### src/rtl/spi_slave_m.sv
// SPI mode-0 peripheral: oversamples SCK/CS/MOSI on CLK, shifts MSB first, one-entry TX holding register.
// RX word is reported SYNC_STAGES+1 CLK after the final SCK rise is captured; RX has no backpressure.
module spi_slave_m #(
    parameter int WIDTH       = 8,
    parameter int SYNC_STAGES = 2
) (
    input  logic             CLK,
    input  logic             RST,
    input  logic             SCK,
    input  logic             CS,
    input  logic             MOSI,
    output logic             MISO,
    output logic             MISO_OE,
    input  logic [WIDTH-1:0] TX_DATA,
    input  logic             TX_VALID,
    output logic             TX_READY,
    output logic [WIDTH-1:0] RX_DATA,
    output logic             RX_VALID,
    output logic             UNDERRUN,
    output logic             BUSY
);

    typedef enum logic {IDLE = 1'b0, ACTIVE = 1'b1} state_t;

    localparam int CW = $clog2(WIDTH + 1);
    localparam logic [CW-1:0] CNT_FULL = CW'(WIDTH);

    logic [SYNC_STAGES-1:0] sck_sync_q, sck_sync_d;
    logic [SYNC_STAGES-1:0] cs_sync_q, cs_sync_d;
    logic [SYNC_STAGES-1:0] mosi_sync_q, mosi_sync_d;
    logic                   sck_prev_q, sck_prev_d;
    logic                   cs_prev_q, cs_prev_d;
    state_t                 state_q, state_d;
    logic [CW-1:0]          count_q, count_d;
    logic                   word_done_q, word_done_d;
    logic [WIDTH-1:0]       rx_shift_q, rx_shift_d;
    logic [WIDTH-1:0]       tx_shift_q, tx_shift_d;
    logic [WIDTH-1:0]       hold_q, hold_d;
    logic                   hold_full_q, hold_full_d;
    logic [WIDTH-1:0]       rx_data_q, rx_data_d;
    logic                   rx_valid_q, rx_valid_d;
    logic                   underrun_q, underrun_d;

    logic sck_s, cs_s, mosi_s;
    logic sck_rise, sck_fall, cs_rise, cs_fall;
    logic tx_wr, load_c;

    assign sck_s    = sck_sync_q[SYNC_STAGES-1];
    assign cs_s     = cs_sync_q[SYNC_STAGES-1];
    assign mosi_s   = mosi_sync_q[SYNC_STAGES-1];
    assign sck_rise = sck_s & ~sck_prev_q;
    assign sck_fall = ~sck_s & sck_prev_q;
    assign cs_rise  = cs_s & ~cs_prev_q;
    assign cs_fall  = ~cs_s & cs_prev_q;
    assign tx_wr    = TX_VALID & ~hold_full_q;

    always_comb begin
        sck_sync_d  = {sck_sync_q[SYNC_STAGES-2:0], SCK};
        cs_sync_d   = {cs_sync_q[SYNC_STAGES-2:0], CS};
        mosi_sync_d = {mosi_sync_q[SYNC_STAGES-2:0], MOSI};
        sck_prev_d  = sck_s;
        cs_prev_d   = cs_s;
        state_d     = state_q;
        count_d     = count_q;
        word_done_d = word_done_q;
        rx_shift_d  = rx_shift_q;
        tx_shift_d  = tx_shift_q;
        hold_d      = hold_q;
        hold_full_d = hold_full_q;
        rx_data_d   = rx_data_q;
        rx_valid_d  = 1'b0;
        underrun_d  = 1'b0;
        load_c      = 1'b0;

        // A full count is reported one cycle after the last bit lands, even if CS rises now.
        if (count_q == CNT_FULL) begin
            rx_data_d   = rx_shift_q;
            rx_valid_d  = 1'b1;
            count_d     = '0;
            word_done_d = 1'b1;
        end

        case (state_q)
            IDLE: begin
                if (cs_fall) begin
                    state_d     = ACTIVE;
                    count_d     = '0;
                    word_done_d = 1'b0;
                    load_c      = 1'b1;
                end
            end
            ACTIVE: begin
                if (cs_rise) begin
                    state_d     = IDLE;
                    count_d     = '0;
                    word_done_d = 1'b0;
                    rx_shift_d  = '0;
                    tx_shift_d  = '0;
                end else if (sck_rise) begin
                    rx_shift_d = {rx_shift_q[WIDTH-2:0], mosi_s};
                    count_d    = count_q + CW'(1);
                end else if (sck_fall) begin
                    if (count_q == '0 && word_done_q) begin
                        load_c      = 1'b1;
                        word_done_d = 1'b0;
                    end else begin
                        tx_shift_d = tx_shift_q << 1;
                    end
                end
            end
            default: state_d = IDLE;
        endcase

        // Load consumes the old holding content before a same-cycle write refills it.
        if (load_c) begin
            if (hold_full_q) begin
                tx_shift_d  = hold_q;
                hold_full_d = 1'b0;
            end else begin
                tx_shift_d  = '0;
                underrun_d  = 1'b1;
            end
        end
        if (tx_wr) begin
            hold_d      = TX_DATA;
            hold_full_d = 1'b1;
        end
    end

    always_ff @(posedge CLK) begin
        if (RST) begin
            sck_sync_q  <= '0;
            cs_sync_q   <= '1;
            mosi_sync_q <= '0;
            sck_prev_q  <= 1'b0;
            cs_prev_q   <= 1'b1;
            state_q     <= IDLE;
            count_q     <= '0;
            word_done_q <= 1'b0;
            rx_shift_q  <= '0;
            tx_shift_q  <= '0;
            hold_q      <= '0;
            hold_full_q <= 1'b0;
            rx_data_q   <= '0;
            rx_valid_q  <= 1'b0;
            underrun_q  <= 1'b0;
        end else begin
            sck_sync_q  <= sck_sync_d;
            cs_sync_q   <= cs_sync_d;
            mosi_sync_q <= mosi_sync_d;
            sck_prev_q  <= sck_prev_d;
            cs_prev_q   <= cs_prev_d;
            state_q     <= state_d;
            count_q     <= count_d;
            word_done_q <= word_done_d;
            rx_shift_q  <= rx_shift_d;
            tx_shift_q  <= tx_shift_d;
            hold_q      <= hold_d;
            hold_full_q <= hold_full_d;
            rx_data_q   <= rx_data_d;
            rx_valid_q  <= rx_valid_d;
            underrun_q  <= underrun_d;
        end
    end

    assign MISO     = tx_shift_q[WIDTH-1] & (state_q == ACTIVE);
    assign MISO_OE  = (state_q == ACTIVE);
    assign TX_READY = ~hold_full_q;
    assign RX_DATA  = rx_data_q;
    assign RX_VALID = rx_valid_q;
    assign UNDERRUN = underrun_q;
    assign BUSY     = ~cs_s;

endmodule

### config.mk
export PLATFORM = sky130hd
export DESIGN_NAME = spi_slave_m
export DESIGN_NICKNAME = d
export VERILOG_FILES = /design/src/rtl/spi_slave_m.sv
export SDC_FILE = /design/constraint.sdc
export NUM_CORES = 1
export LEC_CHECK = 0
export ABC_CLOCK_PERIOD_IN_PS = 2750
export BUFFER_PORTS_ARGS = -buffer_cell sky130_fd_sc_hd__clkbuf_2
export CAP_MARGIN = 20
export CORE_UTILIZATION = 56
export CTS_CLUSTER_SIZE = 20
export DETAILED_ROUTE_END_ITERATION = 10
export GPL_ROUTABILITY_DRIVEN = 1
export GPL_TIMING_DRIVEN = 0
export PLACE_DENSITY = 0.81
export SLEW_MARGIN = 20
export SYNTH_ARGS = -nofsm -noshare
export SYNTH_HDL_FRONTEND = slang
export SYNTH_SLANG_ARGS = --single-unit
export TNS_END_PERCENT = 1
### constraint.sdc
create_clock -name CLK -period 2.75 [get_ports CLK]
set_input_delay 0.275 -clock CLK [delete_from_list [all_inputs] [get_ports CLK]]
set_output_delay 0.275 -clock CLK [all_outputs]
set_load 0.01 [all_outputs]
# Word-level counts from Yosys, hierarchy flattened
# Cells that the tools add are included.
# classes
n_addsub	1
n_eq_ne	3
n_mux	33
bitwise_logic	13
n_reduce_logical	9
# ops
cell	n
$mux 8	9
$mux 1	16
$mux 4	4
$pmux 4 s2	1
$not 1->1	7
$and 1x1->1	6
$pmux 1 s2	3
$reduce_bool 2->1	3
$add 4x1->4 const B	1
$eq 4x4->1 const B	1
$logic_not 4->1	1
$reduce_and 4->1	1
$ne 3x1->1 const B	1
$ne 3x3->1 const B	1
$reduce_bool 3->1	1
$reduce_and 2->1	1
$reduce_or 2->1	1
$logic_and 1x1->1	1
# word_totals
regBits	49
input_bits	14
output_inout_bits	14
elab_cells	74

# Depth between registers and ports, before layout
# Gate-level depths: netlist of run 1.
# logic_depth
word_depth	9
mapped_depth	7
ltp_nobuf	6

# Worst setup path after synthesis of run 1
# No wires, ideal clock.
# synth_timing
path_type	flip-flop to flip-flop
startpoint	register count_q[0]
endpoint	register tx_shift_q[5]
setup_time_ns	0.117
arrival_time_ns	1.466
required_time_ns	2.633
path_slack_ns	1.167
stages_incl_launch_ff	8
path_buffers	1
synth_period_minus_slack_ns	1.583
cell_sequence	dfxtp_1 > inv_1 > ha_1 > and4bb_4 > a31o_1 > buf_6 > mux2i_1 > a22o_1
# synth_between
elab_chain_cells	9
elab_cells_between_ends	13
classes_between	eq/ne: 2; mux: 6; reduce/logical: 5
# synth_rtl
item	line	rtl
from (decl)	34	logic [CW-1:0] count_q, count_d;
from (signal assigned)	154	count_q <= count_d;
$logic_not 4->1 *	103	if (count_q == '0 && word_done_q) begin
$logic_and 1x1->1 *	103	
$mux 1	103	
$mux 1	102	end else if (sck_fall) begin
$mux 1	99	end else if (sck_rise) begin
$mux 1	93	if (cs_rise) begin
$pmux 1 s2	83	case (state_q)
$ne 3x3->1 (no line), or another cell as far along	--	
$reduce_and 4->1 (no line)	--	
to (signal assigned)	157	tx_shift_q <= tx_shift_d;
to (decl)	37	logic [WIDTH-1:0] tx_shift_q, tx_shift_d;
# Every way passes the cells marked *; elsewhere a longest branch is shown, timed or not.
# A chain may end at the register's enable or synchronous reset.

# Worst setup path after layout of run 1
# Ends and elaborated chain as after synthesis.

==> metrics.md, run 1 <==
| Metric | Value |
|---|---|
| Initial antenna violation count | 0 |
| GRT Total Usage | between 20% and 30% |
| CTS Buffer Depth | 2 |
| Cells after DPL | 299 |
| Post-synthesis cell count | 227 |
| Power Density | ~500 mW/mm^2 |
| CTS Buf Count | 5 |
| Clk_lat worst skew | 0.36 ns |
| Layout area overhead | 12.2% |
| Achievable Freq | 577 MHz |
| Max-capacitance violation count | 0 |
| ANT nets after route | 0 |
| GP Congestion | 0.844 |
| Die X | 61.5 um |
| Crit share post-route | 63.1% |
| DR vias | 1654 |
| CP Max Fanout | 7 |
| Async set-reset flop share out of synthesis | 0% |
| DRC violations left | 0 |
| Placed cell areas | ~0.0022 sq mm |
| Slew headroom | between 60% and 70% |
| Post-route cell area | 0.00223 sq mm |
| Pleak | 0.839 nW |
| Synthesized Nets | roughly 240 |
| Cts repair resizes | 0 |
| EDFF count, synth | 0 |
| Final Instance Count excl. Fillers | 307 |
| Number of vias per cell | 5.39 |
| P_sw | 0.287 mW |
| Die Height | roughly 62 um |
| Setup-failing EPs final | 0 |
| Row count | 21 |
| CP Launch Type | flop |
| Status | completed |
| IO buf count | 26 |
| H-tree depth | 2 |
| Critical Path AT | 2.00 ns |
| Worst r2r src | count_q[0] |
| First-pass GRT wire length | between 6 and 7 mm |
| Hold Buf Count CTS | 0 |
| DR WL/cell | 12.5 um |
| RSZ-0062 raised after global routing | no |
| Share of the synthesized area in the top cell type | 49.5% |
| CP required | ~3 ns |
| Register area share after synthesis | between 40% and 50% |
| Reg2reg setup slack | 1.02 ns |
| Cell variety after synth | 40 |
| Area leader, netlist | dfxtp_1 |
| GRT overflow | 0 |
| WL final | approximately 3.8 mm |
| Synth top area cells | dfxtp_1 49%, nand2_1 7.4%, a21oi_1 6.1% |
| HP Class | primary input to flop |
| Worst Min Path Start | CS |
| Hold Fails Final Rpt | 0 |
| Starting Density | 59.0% |
| Clock Skews | 0.0121 ns |
| Count of final max-slew check failures | 0 |
| Vias in the first global route | 1390 |
| Final Critical Period | roughly 1.7 ns |
| Reg2reg end | tx_shift_q[5] |
| Power share of the combinational group | 7.0% |
| Final worst slack | 1.02 ns |
| Peak supply drop | 0.410 mV |
| Register-to-Register Path Depth | 7 |
| Average cell area after synthesis | 8.74 sq um |
| Number of synthesized register bits | 49 |
| Pint | 0.858 mW |
| Core area | 0.00336 sq mm |
| Share of power burned in registers | 64.1% |
| Antenna diode count | 0 |
| Post-Synthesis Cell Area | ~0.0020 sq mm |
| Total power | 1.14 mW |
| Detail Placement HPWL | 2.78 mm |
| CTS Sinks | 49 |
| Die area | roughly 0.0038 sq mm |
| CP endpoint kind | flop |
| Synth Warn # | 0 |
| Number of DRC markers in iteration 0 | 68 |
| Switching portion of total power | 25.0% |
| Dpl ws | 1.04 ns |
| Pin count of the biggest net entering global routing | 16 |
| CTS clk-pin slew, worst paths | 0.14 ns |
| 1st-pass router iterations | 4 |
| Total Nets Final | 276 |
| Post-CTS Setup Inserts | 0 |
| Clock Tree Root | clkbuf_4 |
| Slew @ Worst Pin | 0.470 ns |
| Primary FF master, synth | dfxtp_1 |
| Top Ports | 28 |
| CTS tree | yes |
| Clock share of power | about 29% |
| Share of cells above drive strength 1 | 18.0% |
| Setup_tns | 0 ns |
| Hold path depth | 2 |
| Worst Hold Path EP | cs_sync_q[0] |
| Worst Setup Path Type | flop to flop |
-- metrics by stage --
stage / hold slack [ns] / utilization (%)
after floorplan: 0.379 / -
after global placement: 0.391 / 64.5
after detailed placement: 0.399 / 64.5
after CTS: 0.0808 / 66.2
after global routing: 0.0871 / 66.2
final: 0.0909 / 66.2
-- worst max-delay path, stage by stage, from the launching register on --
cell and delay (ns):
dfxtp_1 0.40, inv_1 0.07, ha_1 0.22, and4bb_4 0.23, a31o_1 0.23, buf_6 0.14, mux2i_1 0.12, a22o_1 0.22
-- worst max path at each step --
stage / start / end / slack [ns] / depth (start not counted)
final: count_q[0] / tx_shift_q[5] / 1.02 / 7
after detailed placement: count_q[0] / tx_shift_q[5] / 1.04 / 7
after CTS: count_q[0] / tx_shift_q[5] / 1.01 / 7
after global routing: count_q[0] / tx_shift_q[5] / 0.94 / 7
after global placement: count_q[0] / tx_shift_q[5] / 1.06 / 7
after floorplan: count_q[0] / tx_shift_q[5] / 1.17 / 7
-- cell usage in the layout (no fill, tap or decap), types with 2 or more instances in the layout --
cell type and instances:
ha_1 2, a31oi_1 2, inv_1 11, or2_2 3, nand2b_1 2, o21ai_0 3, nand4_1 2, clkbuf_2 26
dfxtp_1 49, nand3_1 12, a2111oi_0 2, a21oi_1 24, a22oi_1 8, a22o_1 6, clkbuf_1 7, buf_2 5
buf_1 2, nor2b_1 10, nand2_1 39, nor2_1 13, clkbuf_4 5, mux2i_1 6
-- metal layers --
layer  track usage, %  up-vias  share of wire (%)
met1             27.2      779                 46
met2             37.2       26                 49
met5                0        -                  0
li1                 -      842                  -
met4             10.5        0                1.8
met3             4.41        7                3.1
-- synth_stat cells, types with 3 or more instances --
| cell | number |
|---|---|
| a22oi_1 | 8 |
| nor2_1 | 13 |
| o21ai_0 | 3 |
| or2_2 | 3 |
| inv_1 | 11 |
| dfxtp_1 | 49 |
| a22o_1 | 6 |
| nand2_1 | 39 |
| nor2b_1 | 10 |
| a21oi_1 | 24 |
| clkbuf_1 | 6 |
| mux2i_1 | 6 |
| nand3_1 | 12 |
| buf_2 | 5 |
-- layout make-up --
| type | count | area (sq um) |
|---|---|---|
| fill | 312 | 1140 |
| sequential | 49 | 981 |
| multi-input combinational | 153 | 895 |
| timing repair buffer | 26 | 130 |
| buffer | 14 | 66.3 |
| tap | 46 | 57.6 |
| clock buffer | 6 | 41.3 |
| inverter | 11 | 41.3 |
| clock inverter | 2 | 13.8 |
-- power groups by stage --
stage	Sequential (mW)	Clock, mW	Combinational (mW)
final	0.734	0.331	0.0799
after global routing	0.736	0.360	0.0903
after CTS	0.734	0.335	0.0800
after detailed placement	0.749	0	0.0796
after global placement	0.749	0	0.0787
after floorplan	0.747	0	0.0548
-- cells by family (layout without fill, tap and decap cells) --
logic type / count (synthesis) / count (layout) / synth area share [%]
AND/OR/NAND/NOR: 90 / 90 / 22.3
AO/OA/AOI/OAI: 54 / 54 / 18.0
flip-flops: 49 / 49 / 49.5
buffers and inverters: 25 / 59 / 5.43
multiplexers: 6 / 6 / 3.03
adder cells (fa/ha/maj): 2 / 2 / 1.26
XOR/XNOR: 1 / 1 / 0.442
-- sequential cells by signal, summed over array words and instances (netlist names) --
name,flops
RX_DATA,8
hold_q,8
rx_shift_q,8
tx_shift_q,8
count_q,4
cs_sync_q,2
mosi_sync_q,2
sck_sync_q,2
MISO_OE,1
RX_VALID,1
UNDERRUN,1
cs_prev_q,1
hold_full_q,1
sck_prev_q,1
word_done_q,1
Note: power is estimated with default switching activity, not from simulation.
==> inputs of run 2 (changes only) <==
ABC_AREA = 1   (was default)
ABC_CLOCK_PERIOD_IN_PS = 1800   (was 2750)
clock period = 1.8 ns   (was 2.75 ns; I/O delays follow)
==> run 2 against run 1 <==
Compared with the run above: register-to-register slack lost 0.86 ns; non-clock buffer count shrank 6; clock-buffer cell count shrank 1; worst hold slack lost 0.034 ns; sequential power grew 55%; first-iteration DRC count grew 31%; critical path depth grew 5; sequential cell count is the same; fmax grew 5.5%; area after synthesis grew 4.0%; core utilization grew 2.7 points; clock power grew 140%; critical endpoint is now tx_shift_q[0]; largest cell class unchanged; largest power group unchanged.
==> metrics.md, run 2 <==
| Metric | Value |
|---|---|
| Status | completed |
| HP Class | primary input to flop |
| Die area | 0.00393 sq mm (+3.9%) |
| Clock Tree Root | clkbuf_8 |
| Number of DRC markers in iteration 0 | 89 (+31%) |
| CTS Sinks | 49 (unchanged) |
| Row count | 21 (unchanged) |
| Worst Setup EP | tx_shift_q[0] |
| Reg2reg setup slack | 0.16 ns (-0.86 ns) |
| Share of the synthesized area in the top cell type | 47.5% (-1.9 points) |
| Initial antenna violation count | 0 (unchanged) |
| Crit. Startpoint | count_q[0] |
| Fin util | 68.9% (+2.7 points) |
| First-pass GRT wire length | 7.07 mm (+17%) |
| Dpl ws | 0.139 ns (-0.898 ns) |
| Most frequent cells after synthesis | 65 x nand2_1, 63 x nor2_1, 49 x dfxtp_1, 23 x inv_1 |
| Clock Skews | 0.00506 ns (-0.00699 ns) |
| Post-synthesis cell count | 283 (+25%) |
| Async set-reset flop share out of synthesis | 0% (unchanged) |
| Register area share after synthesis | 47.5% (-1.9 points) |
| CTS Buf Count | 5 (unchanged) |
| Area leader, netlist | dfxtp_1 |
| Die Height | 62.7 um (+1.9%) |
| Top-count cell post-synth | nand2_1 |
| Most frequent cells in the layout | 65 x nand2_1, 63 x nor2_1, 48 x dfxtp_1 |
| Average cell area after synthesis | 7.29 sq um (-17%) |
| DRC violations left | 0 (unchanged) |
| Pleak | 1.08 nW (+29%) |
| Layout area overhead | 15.0% |
| CTS Buffer Depth | 2 (unchanged) |
| Die X | 62.7 um (+1.9%) |
| EDFF count, synth | 0 (unchanged) |
| Post-CTS Setup Inserts | 0 (unchanged) |
| Slew headroom | 65.9% (-2.7 points) |
| Worst Setup Path Type | flop to flop |
| Achievable Freq | 608 MHz (+5.5%) |
| Reg2reg end | tx_shift_q[0] |
| 1st-pass router iterations | 4 (unchanged) |
| CTS clk-pin slew, worst paths | 0.09 ns (-0.05 ns) |
| DR vias | 1787 (+8.0%) |
| RSZ-0062 raised after global routing | no |
| Pin count of the biggest net entering global routing | 17 (+1) |
| Final worst slack | 0.157 ns (-0.859 ns) |
| DR WL/cell | 11.2 um (-10%) |
| GRT overflow | 0 (unchanged) |
| Power Density | 885 mW/mm^2 (+72%) |
| Register-to-Register Path Depth | 12 (+5) |
| Number of synthesized register bits | 49 (unchanged) |
| Setup_tns | 0 ns (unchanged) |
| Antenna diode count | 0 (unchanged) |
| Most common cell after layout, fill and taps aside | nand2_1 |
| Primary FF master, synth | dfxtp_1 |
| Peak supply drop | 0.731 mV (+78%) |
| Worst r2r src | count_q[0] |
| GP Congestion | 0.817 (-3.3%) |
| Crit share post-route | 91.3% (+28 points) |
| Final Critical Period | 1.64 ns (-0.0907 ns) |
| CTS tree | yes |
| Setup-failing EPs final | 0 (unchanged) |
| Vias in the first global route | 1693 (+22%) |
| H-tree depth | 2 (unchanged) |
| CP endpoint kind | flop |
| Fin Hold WS | 0.0569 ns (-0.0340 ns) |
| IO buf count | 27 (+3.8%) |
| CP Max Fanout | 10 (+3) |
| Post-Synthesis Cell Area | 0.00206 sq mm (+4.0%) |
| Top Ports | 28 (unchanged) |
| Total Nets Final | 333 (+21%) |
| Hold Fails Final Rpt | 0 (unchanged) |
| Core area | 0.00344 sq mm (+2.3%) |
| CP Launch Type | flop |
| Share of cells above drive strength 1 | 17.6% (-0.40 points) |
| Count of final max-slew check failures | 0 (unchanged) |
| Synthesized Nets | 299 (+23%) |
| Detail Placement HPWL | 2.89 mm (+3.9%) |
| Max-capacitance violation count | 0 (unchanged) |
| Synth top area cells | dfxtp_1 48%, nand2_1 12%, nor2_1 11% |
| Slew @ Worst Pin | 0.511 ns (+0.0410 ns) |
| GRT Total Usage | 23.0% (+0.80 points) |
| Cell variety after synth | 25 (-38%) |
| WL final | 4.07 mm (+6.2%) |
| Critical Path AT | 1.88 ns (-0.12 ns) |
| Number of vias per cell | 4.91 (-8.9%) |
| CP required | 2.03 ns (-0.99 ns) |
| Clk_lat worst skew | 0.30 ns (-0.06 ns) |
| ANT nets after route | 0 (unchanged) |
| Synth Warn # | 0 (unchanged) |
| Starting Density | 59.9% (+0.98 points) |
-- run 2: what timing repair did --
item                       in CTS  in global routing
resized for setup               0                  1
hold buffers                    0                  0
setup endpoints to repair       0                  4
-- run 2: stage by stage --
step                      cells  power (mW)  area [sq um]
after floorplan             283        1.28          2060
after global placement      356        1.33          2260
after detailed placement    356        1.34          2260
after CTS                   364        2.12          2370
after global routing        364        2.19          2370
final                       364        2.10          2370
-- run 2: cell families after synthesis --
group,count (synthesis),share of synthesized area [%]
compound gates,40,10.1
xor+xnor,1,0.425
fa+ha+maj,2,1.21
buf+inv,37,7.16
flops,49,47.5
simple gates,154,33.6
-- run 2: worst min-delay path by stage --
stage               start        endpoint  depth (start not counted)
floorplan             RST        UNDERRUN                          1
global placement      SCK   sck_sync_q[0]                          3
detailed placement   MOSI  mosi_sync_q[0]                          3
CTS                  MOSI  mosi_sync_q[0]                          3
global route           CS    cs_sync_q[0]                          2
finish               MOSI  mosi_sync_q[0]                          3
-- run 2: layer usage --
layer	up-vias	track usage (%)	part of all wire, %
met5	-	0	0
li1	944	-	-
met4	0	9.01	1.4
met2	42	38.2	47
met1	795	28.9	48
met3	6	4.93	4.4
-- run 2: critical path, stage by stage (launching register included) --
cell and delay, ns:
dfxtp_2 0.38, inv_1 0.05, ha_1 0.21, nand2_1 0.08, clkinv_1 0.09, nand3_2 0.14
nand2_8 0.09, inv_2 0.07, nand2_4 0.05, nand2_4 0.09, buf_6 0.14, nand2_1 0.06
a21oi_1 0.12
-- run 2: final cells by class --
type	count	area [sq um]
sequential	49	982
tap	46	57.6
clock inverter	3	46.3
fill	312	1070
timing repair buffer	27	135
clock buffer	5	68.8
multi-input combinational	197	935
buffer	7	35.0
inverter	30	113
-- run 2: power by group --
part           total, mW  internal (mW)  switching, mW  leakage (nW)
sequential          1.14           1.12         0.0198         0.399
clock              0.789          0.416          0.373        0.0543
combinational      0.171         0.0618          0.110         0.627
